`src/rtl/shift_reg_tx.sv`:
```
// Parallel-to-serial transmitter: one WIDTH-bit word per load handshake, sent one bit per beat.
// Optional even-parity beat appended when SHIFT_REG_TX_PARITY_EN is defined.
module shift_reg_tx #(
  parameter int unsigned WIDTH     = 8,
  parameter bit          MSB_FIRST = 1'b1
) (
  input  logic             clk,
  input  logic             rst_n,
  input  logic             load_valid,
  output logic             load_ready,
  input  logic [WIDTH-1:0] load_data,
  output logic             ser_valid,
  input  logic             ser_ready,
  output logic             ser_data,
  output logic             ser_last,
  output logic             busy
);

`ifdef SHIFT_REG_TX_PARITY_EN
  localparam int unsigned NBITS = WIDTH + 1;
`else
  localparam int unsigned NBITS = WIDTH;
`endif
  localparam int unsigned CW = $clog2(WIDTH + 1);

  typedef enum logic {IDLE, SHIFT} state_t;

  state_t           state, state_nxt;
  logic [NBITS-1:0] shreg, shreg_nxt, load_word;
  logic [CW-1:0]    cnt, cnt_nxt;
  logic             beat, last, load_take;

  // Parity sits at the far end of the register so it leaves after the data bits.
  always_comb begin
`ifdef SHIFT_REG_TX_PARITY_EN
    load_word = MSB_FIRST ? {load_data, ^load_data} : {^load_data, load_data};
`else
    load_word = load_data;
`endif
  end

  assign ser_valid  = (state == SHIFT);
  assign busy       = (state == SHIFT);
  assign last       = (state == SHIFT) && (cnt == CW'(NBITS - 1));
  assign ser_last   = last;
  assign ser_data   = MSB_FIRST ? shreg[NBITS-1] : shreg[0];
  assign beat       = ser_valid & ser_ready;
  assign load_ready = (state == IDLE) | (beat & last);
  assign load_take  = load_valid & load_ready;

  always_ff @(posedge clk or negedge rst_n) begin
    if (!rst_n) begin
      state <= IDLE;
      shreg <= '0;
      cnt   <= '0;
    end else begin
      state <= state_nxt;
      shreg <= shreg_nxt;
      cnt   <= cnt_nxt;
    end
  end

  // A load accepted on the final beat takes priority over the shift, giving gapless words.
  always_comb begin
    state_nxt = state;
    shreg_nxt = shreg;
    cnt_nxt   = cnt;
    if (load_take) begin
      state_nxt = SHIFT;
      shreg_nxt = load_word;
      cnt_nxt   = '0;
    end else if (beat) begin
      shreg_nxt = MSB_FIRST ? (shreg << 1) : (shreg >> 1);
      if (last) begin
        state_nxt = IDLE;
        cnt_nxt   = '0;
      end else begin
        cnt_nxt = cnt + CW'(1);
      end
    end
  end

endmodule

```
`config.mk`:
```
export PLATFORM = sky130hd
export DESIGN_NAME = shift_reg_tx
export DESIGN_NICKNAME = d
export VERILOG_FILES = /design/src/rtl/shift_reg_tx.sv
export SDC_FILE = /design/constraint.sdc
export NUM_CORES = 1
export LEC_CHECK = 0
export BUFFER_PORTS_ARGS = -buffer_cell sky130_fd_sc_hd__buf_2
export CORE_MARGIN = 2
export CORE_UTILIZATION = 44
export DETAILED_ROUTE_END_ITERATION = 12
export GPL_TIMING_DRIVEN = 0
export PLACE_DENSITY = 0.76
export SLEW_MARGIN = 20
export SYNTH_ARGS = -nofsm -noshare
export SYNTH_HDL_FRONTEND = slang
export SYNTH_SLANG_ARGS = --single-unit
```
`constraint.sdc`:
```
create_clock -name clk -period 1.35 [get_ports clk]
set_input_delay 0.27 -clock clk [delete_from_list [all_inputs] [get_ports clk]]
set_output_delay 0.27 -clock clk [all_outputs]
set_load 0.005 [all_outputs]
```
==> impl_metrics.json <==
{
  "vdd_ir_drop_max_mv": 0.923,
  "drt-pass1-iter-count": 4,
  "fp-row-count": 13,
  "r2r_end": "shreg[4]$_DFFE_PN0P_",
  "critical-path-top-delay-family": "flip-flops",
  "syn_to_final_growth_pct": 33.2,
  "layout_common_cells": "buf_2 (17), dfrtp_1 (13), a221o_1 (7)",
  "fin_crit_sh_pct": 111,
  "met1Wirelength_um": 676,
  "max_slew.worst_pin.slew_ns": 0.446,
  "power.density_mw_per_mm2": 1770,
  "initial_utilization_pct": 48.8,
  "synthAdderAreaFrac_pct": 1.90,
  "finalInstanceArea_um2": 878,
  "cpPeakStageDelay_ns": 0.41,
  "clock_latency_ns": 0.28,
  "antenna_cells": 0,
  "met2_length_um": 782,
  "fmax_ghz": 0.670,
  "clock_skew_ns": 0.00605,
  "rr_startpoint": "cnt[1]$_DFFE_PN0P_",
  "worst-setup-path-type": "flop to output pin",
  "synthSimpleGateAreaFrac_pct": 23.0,
  "synth_nets": 73,
  "synth.area.mux_share_pct": 3.04,
  "path_cells": "ha_4, nand2_2, nor2_2, and2_1, buf_2",
  "drcViolationCount": 0,
  "cts.reportedPaths.clkPinSlew_ns": 0.07,
  "hold_start": "load_data[6]",
  "yosys_warnings": 0,
  "r2r_slack_ns": -0.09,
  "dr.max_layer_used": "met4",
  "postSynthAreaPerCell_um2": 11.0,
  "hold_path_depth": 2,
  "crit_fanout": 3,
  "drt_iter0_drc": 24,
  "fillers": 108,
  "placed_cell_area_um2": 758,
  "endpoint_kind": "output pin",
  "fp.dieArea_mm2": 0.00182,
  "antenna_found_initial": 0,
  "synth_area_um2": 659,
  "io_pins": 17,
  "grt_util_all_layers_pct": 20.4,
  "synth_top_family_by_area": "simple AND/OR/NAND/NOR gates",
  "critPathBufInv": 1,
  "finalNonFillerCells": 102,
  "max-cap-violations": 0,
  "place_inst": 91,
  "fin_hold_ws_ns": 0.218,
  "ys_types": 25,
  "min_to": "shreg[6]$_DFFE_PN0P_",
  "layout_commonest_cell": "buf_2",
  "final_antenna_net_count": 0,
  "final_layout_size_suffix_gt1_share_pct": 42.5,
  "min_path_type": "input port to flop",
  "synth_compound_area_share_pct": 19.5,
  "grt_pass1_wl_mm": 2.65,
  "dp_hpwl_mm": 1.01,
  "synth-xor-area-share_pct": 1.33,
  "final_core_util_pct": 65.1,
  "routabilityCongestion": 0.861,
  "worst-r2r-cell-count": 5,
  "die_x_um": 42.7,
  "setup_ws_ns": -0.144,
  "overflow": 0,
  "violations": "setup timing",
  "cp-start-kind": "flop",
  "clockRootBuffer": "clkbuf_4",
  "htreeDepth": 1,
  "synth_cells": 60,
  "cts_made_buffers": 3,
  "grt_pass1_vias": 571,
  "slew_viol_final": 0,
  "viasPerCell": 5.66,
  "cts_tree": "done",
  "arrival_ns": 1.22,
  "io_buffers": 16,
  "rsz0062_at_grt": "yes",
  "slew_headroom_pct": 69.4,
  "critical_path_required_ns": 1.08,
  "synth_seq_area_share_pct": 49.3,
  "die_h_um": 42.7,
  "nets": 101,
  "wirelength_mm": 1.59,
  "met3RoutedLength_um": 104,
  "synth-seq-cells": 13,
  "status": "finished, violations left",
  "cts_buffer_depth": 2,
  "core_mm2": 0.00135,
  "layout_min_cycle_time_ns": 1.49,
  "numClockSinks": 13,
  "wl_per_cell_um": 15.6,
  "vias": 577,
  "setup_viol": 9,
  "slowest_stage": "dfrtp_1",
  "p_leak_uw": 0.000433,
  "grt_max_degree": 14,
  "hold_viol_final": 0
}
## synthesized netlist by cell type
| cell | n | area share [%] |
|---|---|---|
| o211ai_1 | 1 | 1.1 |
| nor2_2 | 1 | 0.95 |
| nand3b_1 | 1 | 1.1 |
| nand2_1 | 6 | 3.4 |
| and2b_1 | 1 | 1.1 |
| xnor2_1 | 1 | 1.3 |
| o21ai_0 | 3 | 2.3 |
| nand3_1 | 2 | 1.5 |
| nand2b_1 | 2 | 1.9 |
| a21boi_2 | 1 | 1.7 |
| buf_4 | 1 | 1.1 |
| nand4b_1 | 1 | 1.3 |
| and2_2 | 2 | 2.3 |
| a22o_1 | 1 | 1.3 |
| a2bb2oi_1 | 1 | 1.3 |
| nand4_1 | 1 | 0.95 |
| mux2i_1 | 2 | 3.0 |
| buf_2 | 1 | 0.76 |
| nor2_1 | 2 | 1.1 |
| o31ai_1 | 1 | 1.1 |
| dfrtp_1 | 13 | 49 |
| and4b_1 | 1 | 1.5 |
| and2_1 | 6 | 5.7 |
| ha_1 | 1 | 1.9 |
| a221o_1 | 7 | 11 |
## sequential cells by signal, indices dropped and copies added, names as in the netlist
name	flops
cnt	4
shreg	8
busy	1
## final cells by class
class                           instances  area [um^2]  area share [%]
Sequential cell                        13          325            37.0
Multi-Input combinational cell         45          357            40.6
Buffer                                  2         12.5            1.42
Tap cell                               15         18.8            2.14
Clock buffer                            4         26.3            2.99
Timing Repair Buffer                   23          139            15.8
## cells by family after synthesis
group	Yosys count
adders and majority gates	1
muxes	2
DFF	13
buffers and inverters	2
AOI/OAI and AO/OA	15
and+or+nand+nor	26
xor gates and xnor gates	1
## routing by layer
| layer | vias up | global-route usage [%] |
|---|---|---|
| met5 | - | 0 |
| met4 | 0 | 7.50 |
| met3 | 5 | 7.66 |
| met2 | 24 | 33.6 |
| met1 | 268 | 24.0 |
| li1 | 280 | - |
## where the power goes
group / total (uW) / internal (uW) / switching [uW]
clock network: 235 / 115 / 120
registers: 675 / 536 / 139
logic: 648 / 392 / 256
total: 1560 / 1040 / 515
## through the flow
stage | setup TNS (ns) | worst slack, ns | power (uW)
after global routing | -1.39 | -0.228 | 1670
after global placement | -0.205 | -0.0383 | 1060
after detailed placement | -0.377 | -0.0595 | 1080
after floorplan | 0 | 0.0478 | 940
final | -0.840 | -0.144 | 1560
after CTS | -0.709 | -0.145 | 1450
## how the worst max path moves through the flow
stage,start,end,slack (ns),cells after the start
3_3_place_gp,cnt[0]$_DFFE_PN0P_,shreg[2]$_DFFE_PN0P_,-0.04,4
4_1_cts,cnt[1]$_DFFE_PN0P_,ser_last,-0.14,5
3_5_place_dp,cnt[0]$_DFFE_PN0P_,shreg[4]$_DFFE_PN0P_,-0.06,4
2_1_floorplan,cnt[0]$_DFFE_PN0P_,shreg[1]$_DFFE_PN0P_,0.05,4
6_report,cnt[1]$_DFFE_PN0P_,ser_last,-0.14,5
5_1_grt,cnt[1]$_DFFE_PN0P_,ser_last,-0.23,5
## repair_timing
action,4_1_cts,5_1_grt
resized for setup,7,3
hold endpoints to repair,13,0
setup buffers,5,1
endpoints found under the setup margin,9,10
pin swaps,5,3
hold buffers,1,0
No activity file was read; power rests on OpenSTA's default activity.
